<file path="config.mk">
export PLATFORM = sky130hd
export DESIGN_NAME = logic_gate_pipe_flat
export DESIGN_NICKNAME = d
export VERILOG_FILES = /design/src/rtl/logic_gate_pkg.sv /design/src/rtl/logic_gate_pipe_if.sv /design/src/rtl/logic_gate_stage.sv /design/src/rtl/logic_gate_pipe.sv /design/src/flat_wrapper.sv
export SDC_FILE = /design/constraint.sdc
export NUM_CORES = 1
export LEC_CHECK = 0
export BUFFER_PORTS_ARGS = -buffer_cell sky130_fd_sc_hd__buf_4
export CORE_UTILIZATION = 25
export CTS_BUF_LIST = sky130_fd_sc_hd__clkbuf_8
export DETAILED_ROUTE_END_ITERATION = 6
export SYNTH_ARGS = -nofsm -noshare
export SYNTH_HDL_FRONTEND = slang
export SYNTH_SLANG_ARGS = --single-unit
</file>
<file path="constraint.sdc">
create_clock -name clk -period 4.61 [get_ports clk]
set_input_delay 0.461 -clock clk [delete_from_list [all_inputs] [get_ports clk]]
set_output_delay 0.461 -clock clk [all_outputs]
set_load 0.02 [all_outputs]
</file>
<file path="src/rtl/logic_gate_pkg.sv">
// Shared definitions for the logic gate pipeline: op-code encoding, op-select width
// and the width of the completed-transfer counter.
package logic_gate_pkg;

  localparam int unsigned OpWidth    = 3;
  localparam int unsigned CountWidth = 16;

  typedef enum logic [OpWidth-1:0] {
    OpAnd   = 3'd0,
    OpOr    = 3'd1,
    OpNand  = 3'd2,
    OpNor   = 3'd3,
    OpXor   = 3'd4,
    OpXnor  = 3'd5,
    OpNotA  = 3'd6,
    OpPassA = 3'd7
  } op_e;

endpackage

</file>
<file path="src/rtl/logic_gate_pipe_if.sv">
// Valid/ready bus of the logic gate pipeline: operands and op in, result and count out.
// LOGIC_GATE_PIPE_PARITY_EN adds the staged parity bit of the result.
interface logic_gate_pipe_if #(
  parameter int unsigned WIDTH = 8
);

  logic [WIDTH-1:0]                        A;
  logic [WIDTH-1:0]                        B;
  logic [logic_gate_pkg::OpWidth-1:0]      op;
  logic                                    in_valid;
  logic                                    in_ready;
  logic [WIDTH-1:0]                        C;
  logic                                    out_valid;
  logic                                    out_ready;
  logic [logic_gate_pkg::CountWidth-1:0]   op_count;
`ifdef LOGIC_GATE_PIPE_PARITY_EN
  logic                                    parity;

  modport master (
    output A, B, op, in_valid, out_ready,
    input  in_ready, C, out_valid, op_count, parity
  );

  modport slave (
    input  A, B, op, in_valid, out_ready,
    output in_ready, C, out_valid, op_count, parity
  );
`else
  modport master (
    output A, B, op, in_valid, out_ready,
    input  in_ready, C, out_valid, op_count
  );

  modport slave (
    input  A, B, op, in_valid, out_ready,
    output in_ready, C, out_valid, op_count
  );
`endif

endinterface

</file>
<file path="src/rtl/logic_gate_stage.sv">
// One valid/ready register stage: loads when empty or when its content leaves this cycle.
module logic_gate_stage #(
  parameter int unsigned DataWidth = 8
) (
  input  logic                 clk,
  input  logic                 rst,
  input  logic                 in_valid,
  input  logic [DataWidth-1:0] in_data,
  output logic                 in_ready,
  output logic                 out_valid,
  output logic [DataWidth-1:0] out_data,
  input  logic                 out_ready
);

  logic                 valid_q;
  logic [DataWidth-1:0] data_q;

  // Ready ripples combinationally back from the consumer through every full stage.
  assign in_ready  = !valid_q || out_ready;
  assign out_valid = valid_q;
  assign out_data  = data_q;

  always_ff @(posedge clk) begin
    if (rst) begin
      valid_q <= 1'b0;
      data_q  <= '0;
    end else if (in_ready) begin
      valid_q <= in_valid;
      if (in_valid) begin
        data_q <= in_data;
      end
    end
  end

endmodule

</file>
<file path="src/rtl/logic_gate_pipe.sv">
// Bitwise gate evaluator feeding a STAGES-deep valid/ready register pipeline.
// Define LOGIC_GATE_PIPE_PARITY_EN to carry XOR-reduced result parity alongside C.
module logic_gate_pipe
  import logic_gate_pkg::*;
#(
  parameter int unsigned WIDTH  = 8,
  parameter int unsigned STAGES = 2
) (
  input logic              clk,
  input logic              rst,
  logic_gate_pipe_if.slave bus
);

`ifdef LOGIC_GATE_PIPE_PARITY_EN
  localparam int unsigned DataW = WIDTH + 1;
`else
  localparam int unsigned DataW = WIDTH;
`endif

  if (WIDTH < 1 || WIDTH > 64) begin : g_bad_width
    $error("logic_gate_pipe: WIDTH must be in 1..64");
  end
  if (STAGES < 1 || STAGES > 4) begin : g_bad_stages
    $error("logic_gate_pipe: STAGES must be in 1..4");
  end

  logic [WIDTH-1:0]      result;
  logic [DataW-1:0]      payload;
  logic                  stg_valid [STAGES+1];
  logic                  stg_ready [STAGES+1];
  logic [DataW-1:0]      stg_data  [STAGES+1];
  logic [CountWidth-1:0] count_q;

  always_comb begin
    result = '0;
    unique case (op_e'(bus.op))
      OpAnd:   result = bus.A & bus.B;
      OpOr:    result = bus.A | bus.B;
      OpNand:  result = ~(bus.A & bus.B);
      OpNor:   result = ~(bus.A | bus.B);
      OpXor:   result = bus.A ^ bus.B;
      OpXnor:  result = ~(bus.A ^ bus.B);
      OpNotA:  result = ~bus.A;
      OpPassA: result = bus.A;
    endcase
  end

`ifdef LOGIC_GATE_PIPE_PARITY_EN
  assign payload = {^result, result};
`else
  assign payload = result;
`endif

  assign stg_valid[0]      = bus.in_valid;
  assign stg_data[0]       = payload;
  assign stg_ready[STAGES] = bus.out_ready;
  // Hold off the producer while reset is applied so nothing is counted as accepted.
  assign bus.in_ready      = stg_ready[0] && !rst;

  for (genvar k = 0; k < STAGES; k++) begin : g_stage
    logic_gate_stage #(
      .DataWidth(DataW)
    ) u_stage (
      .clk      (clk),
      .rst      (rst),
      .in_valid (stg_valid[k]),
      .in_data  (stg_data[k]),
      .in_ready (stg_ready[k]),
      .out_valid(stg_valid[k+1]),
      .out_data (stg_data[k+1]),
      .out_ready(stg_ready[k+1])
    );
  end

  assign bus.out_valid = stg_valid[STAGES];
  assign bus.C         = stg_data[STAGES][WIDTH-1:0];
`ifdef LOGIC_GATE_PIPE_PARITY_EN
  assign bus.parity    = stg_data[STAGES][WIDTH];
`endif

  always_ff @(posedge clk) begin
    if (rst) begin
      count_q <= '0;
    end else if (bus.out_valid && bus.out_ready) begin
      count_q <= count_q + CountWidth'(1);
    end
  end

  assign bus.op_count = count_q;

endmodule

</file>
<file path="src/flat_wrapper.sv">
// flat-port wrapper written by rule: the top's interface ports become plain ports
module logic_gate_pipe_flat import logic_gate_pkg::*;
#(
  parameter int unsigned WIDTH  = 8,
  parameter int unsigned STAGES = 2
)
  (clk, rst, bus_A, bus_B, bus_op, bus_in_valid, bus_out_ready, bus_in_ready, bus_C, bus_out_valid, bus_op_count);
  logic_gate_pipe_if #(.WIDTH(WIDTH)) bus_i ();
  input logic clk;
  input logic rst;
  input wire logic [$bits(bus_i.A)-1:0] bus_A;
  input wire logic [$bits(bus_i.B)-1:0] bus_B;
  input wire logic [$bits(bus_i.op)-1:0] bus_op;
  input wire logic [$bits(bus_i.in_valid)-1:0] bus_in_valid;
  input wire logic [$bits(bus_i.out_ready)-1:0] bus_out_ready;
  output wire logic [$bits(bus_i.in_ready)-1:0] bus_in_ready;
  output wire logic [$bits(bus_i.C)-1:0] bus_C;
  output wire logic [$bits(bus_i.out_valid)-1:0] bus_out_valid;
  output wire logic [$bits(bus_i.op_count)-1:0] bus_op_count;
  assign bus_i.A = bus_A;
  assign bus_i.B = bus_B;
  assign bus_i.op = bus_op;
  assign bus_i.in_valid = bus_in_valid;
  assign bus_i.out_ready = bus_out_ready;
  assign bus_in_ready = bus_i.in_ready;
  assign bus_C = bus_i.C;
  assign bus_out_valid = bus_i.out_valid;
  assign bus_op_count = bus_i.op_count;
  logic_gate_pipe #(.WIDTH(WIDTH), .STAGES(STAGES)) u_core (.clk(clk), .rst(rst), .bus(bus_i));
endmodule
</file>
Word level (Yosys, flattened, before mapping)
Index checks and enable logic that the tools add are counted.

operators by class
  add/subtract/negate cells = 1
  eq/ne operators = 7
  muxes and demuxes = 1
  bitwise logic cells = 7
  reduce and logical (&&, ||, !) cells = 10

operator list
  kind                                                                   number
  8-bit case mux with 8 select lines                                     1
  8-bit inverter                                                         4
  16-bit by 1-bit adder with 16-bit output, second input constant        1
  3-bit equality test, second input constant                             4
  8-bit bitwise AND                                                      1
  8-bit bitwise OR                                                       1
  8-bit bitwise XOR                                                      1
  3-bit by 2-bit equality test with 1-bit output, second input constant  2
  2-bit AND reduction                                                    2
  3-bit by 1-bit equality test with 1-bit output, second input constant  1
  1-bit logical NOT                                                      3
  3-bit logical NOT                                                      1
  1-bit logical AND                                                      2
  1-bit logical OR                                                       2

storage, ports and cells
  register bits after elaboration = 34
  input bits = 23
  output and inout port bits = 26
  logic and storage cells = 31

Logic depth before layout (Yosys ltp)
  depth after elaboration = 4
  depth in mapped cells = 6
  mapped depth without buffers = 6

Modules after synthesis
Synthesis repeated with hierarchy kept, for this count alone.

unflattened totals
  cell total of the unflattened synthesis = 281
  area total of the unflattened synthesis = 2406.1 um^2

modules (own cells, without submodules)
  module            times used  cells each  area each (um^2)  seq. area each (um^2)
  logic_gate_pipe   1           199         1522.7            320.3
  logic_gate_stage  2           41          441.7             180.2

Worst setup path before layout
No wires, ideal clock.

  path type = reg-to-reg
  from = register u_core.count_q[4] (netlist: u_core.bus.op_count[4])
  to = register u_core.count_q[13] (netlist: u_core.bus.op_count[13])
  setup time = 0.070 ns
  arrival = 1.751 ns
  required time = 4.540 ns
  setup slack = 2.790 ns
  cell stages (with the launch flop) = 5
  buffers on the path = 0
  clock period less this slack = 1.820 ns
  cell sequence = dfxtp_1 -> nand4_4 -> or4_4 -> or3_1 -> a21oi_1

on the way
  word-level cells in the longest chain between the ends = 1

ends and longest elaborated chain
  element                                   line                   source
  from (decl)                               logic_gate_pipe.sv:32  logic [CountWidth-1:0] count_q;
  from (signal assigned)                    logic_gate_pipe.sv:85  count_q <= count_q + CountWidth'(1);
  16-bit by 1-bit adder with 16-bit output  logic_gate_pipe.sv:85

No other way between the ends.
A chain may end at the register's enable or synchronous reset.

Final worst setup path
  from = register u_core.g_stage[1].u_stage.valid_q
  to = register u_core.count_q[13] (netlist: u_core.bus.op_count[13])

on the way
  word-level cells in the longest chain between the ends = 1

ends and longest elaborated chain
  element                 line                    source
  from (decl)             logic_gate_stage.sv:15  logic valid_q;
  from (signal assigned)  logic_gate_stage.sv:28  valid_q <= in_valid;
  1-bit logical AND       logic_gate_pipe.sv:84   end else if (bus.out_valid && bus.out_ready) begin

No other way between the ends.

==> impl_metrics.json <==
{
  "rsz0062_at_grt": "no",
  "post_synth_num_cell_types": 31,
  "finalSetupTns_ps": 0,
  "nNetsFinal": 353,
  "hold_viol": 0,
  "cp-start-kind": "flip-flop",
  "pin_count": 49,
  "setup_viol": 0,
  "grt_first_pass_wirelength_um": 8079,
  "post_drt_wl_per_cell_um": 11.11,
  "layout-drive-gt1-share": 0.1859,
  "p_comb_frac": 0.166,
  "power_uw": 625.9,
  "synthTopCellsByCount": "dfxtp_1, o21ai_0, nor2_1, inv_1, nand2_1",
  "synth-edff-count": 0,
  "hp-class": "in -> reg",
  "die_y_um": 94.57,
  "port_buffers": 48,
  "power_density_nw_per_um2": 236.0,
  "grt_max_degree": 31,
  "critPathLaunch": "u_core.g_stage[1].u_stage.out_valid$_SDFFE_PP0P_",
  "antenna_found_initial": 0,
  "cp.arrival_ps": 2080,
  "swShare": 0.2551,
  "postSynthCellCount": 269,
  "ys_async_sr_fraction": 0,
  "period_minus_slack_ps": 1872,
  "finalMaxSlewViolations": 0,
  "syn_to_final_growth_pct": 23.83,
  "hold_start": "bus_in_valid",
  "hold_end": "u_core.g_stage[0].u_stage.out_valid$_SDFFE_PP0N_",
  "h-tree-depth": 2,
  "place.gp.congestion": 0.8087,
  "drt_iter0_markers": 51,
  "synth-seq-cells": 34,
  "finalClockSkew_ps": 3.476,
  "rr_worst_depth": 4,
  "pwr-share-seq": 0.494,
  "syn_nets": 309,
  "endpoint_kind": "flip-flop",
  "p_sw_uw": 159.7,
  "cts-buffers-inserted": 5,
  "slew_headroom": 0.5356,
  "diodes": 0,
  "synth_area_leaders": "dfxtp_1, ha_1, o21ai_0",
  "vias": 1921,
  "rrSetupSlack_ps": 2740,
  "r2r_end": "u_core.bus.op_count[13]$_SDFFE_PP0P_",
  "internal-power_uw": 466.3,
  "track_usage": 0.1126,
  "worst-setup-path-type": "reg -> reg",
  "cts_setup_buffers": 0,
  "antenna_left": 0,
  "synth.most_common_cell": "dfxtp_1",
  "vdd_drop_max_v": 0.00008530,
  "fp.coreArea_sq_um": 8258,
  "firstDrtPassIters": 4,
  "yosysTopAreaCellShare": 0.3178,
  "synth_top_cell_by_area": "dfxtp_1",
  "grt_overflow": 0,
  "cts_tree": "done",
  "start_util": 0.2594,
  "cts_root_buffer": "clkbuf_8",
  "required_ps": 4820,
  "max_freq_mhz": 534.2,
  "synth_ff_type": "dfxtp_1",
  "drc_errors": 0,
  "syn_avg_cell_area_sq_um": 7.963,
  "min_period_over_period": 0.4061,
  "critPathMaxFanout": 10,
  "holdBufCountCts": 0,
  "netlist_area_sq_um": 2142,
  "cts_resized": 0,
  "ys_seq_area_frac": 0.3178,
  "rr_startpoint": "u_core.g_stage[1].u_stage.out_valid$_SDFFE_PP0P_",
  "dieArea_sq_um": 8943,
  "cts.sinks": 34,
  "status": "finished clean",
  "path_clk_slew_ps": 70,
  "hpwl_um": 3565,
  "worstSkewPairLatency_ps": 280,
  "power_leakage_uw": 0.001173,
  "rows": 33,
  "tightest_slew_ps": 695.1,
  "grt_pass1_vias": 1809,
  "viasPerCell": 4.607,
  "worstHoldPathCells": 3,
  "die_w_um": 94.57,
  "yosys_warnings": 0,
  "clockBufferDepth": 2,
  "clockPowerShare": 0.340,
  "maxCapViolCount": 0,
  "wl_um": 4632
}
[cells in the final DEF, fill, tap and decap left out, types with 3 or more instances in the layout]
cell / count
a21oi_1: 20
nor4_1: 3
and3b_1: 7
inv_1: 21
dfxtp_1: 34
o21ai_0: 25
nand4_1: 3
a211oi_1: 6
ha_1: 17
buf_4: 48
nor2b_1: 13
nand2b_1: 14
mux2i_1: 8
nor3_1: 4
nor2_1: 24
nand3_1: 6
xnor2_1: 9
xor2_1: 5
or3_1: 5
clkbuf_8: 6
nand2_1: 21
[flip-flops by register name, indices dropped and copies added, names as in the netlist]
signal,cells
u_core.g_stage.u_stage.out_data,16
u_core.bus.op_count,16
u_core.g_stage.u_stage.out_valid,2
[stage by stage]
stage | utilization | setup slack [ps] | area [sq um] | hold WS (ps) | instances
CTS | 0.3212 | 2750 | 2653 | 400.6 | 417
global placement | 0.3112 | 2734 | 2570 | 438.7 | 411
finish | 0.3212 | 2738 | 2653 | 406.6 | 417
floorplan | - | 2790 | 2142 | 424.4 | 269
global route | 0.3212 | 2622 | 2653 | 422.6 | 417
detailed placement | 0.3112 | 2694 | 2570 | 446.2 | 411
[routing by layer]
layer | up-vias | wire length (um) | global-route usage
met5 | - | 0 | 0
met4 | 0 | 55 | 0.03788
met3 | 6 | 222 | 0.02174
met2 | 45 | 2146 | 0.1981
met1 | 866 | 2208 | 0.1366
li1 | 1004 | - | -
[final cells by class]
type	instances	area, sq um
clock buffers	6	82.58
multi-input cells	203	1319
inverters	21	78.83
repair buffers	48	360.3
flip-flops and latches	34	680.7
well taps	105	131.4
fillers	909	5605
[power by group through the flow]
| stage | registers, uW | logic, uW | clock network, uW |
|---|---|---|---|
| CTS | 309 | 105 | 222 |
| floorplan | 317 | 67.0 | 0 |
| finish | 309 | 104 | 213 |
| detailed placement | 316 | 105 | 0 |
| global placement | 315 | 102 | 0 |
| global route | 310 | 120 | 234 |
[cells by family (layout without fill, tap and decap cells)]
family	count (synthesis)	in the layout	synth area share
compound gates	60	60	0.1577
xor+xnor	14	14	0.05724
fa+ha+maj	17	17	0.09930
buf+inv	32	75	0.06659
flops	34	34	0.3178
mux	8	8	0.03738
simple gates	104	104	0.2640
[critical path: stages (launching register included)]
cell and delay, ps:
dfxtp_1 500, nand3_1 240, or4_4 560, or3_1 360, a21oi_1 150
[how the worst max path moves through the flow]
stage	end	cells after the start	slack [ps]
floorplan	u_core.bus.op_count[13]$_SDFFE_PP0P_	4	2790
global placement	u_core.bus.op_count[13]$_SDFFE_PP0P_	5	2730
detailed placement	u_core.bus.op_count[13]$_SDFFE_PP0P_	5	2690
CTS	u_core.bus.op_count[13]$_SDFFE_PP0P_	4	2750
global route	u_core.bus.op_count[13]$_SDFFE_PP0P_	4	2620
finish	u_core.bus.op_count[13]$_SDFFE_PP0P_	4	2740
No activity file was read; power rests on OpenSTA's default activity.
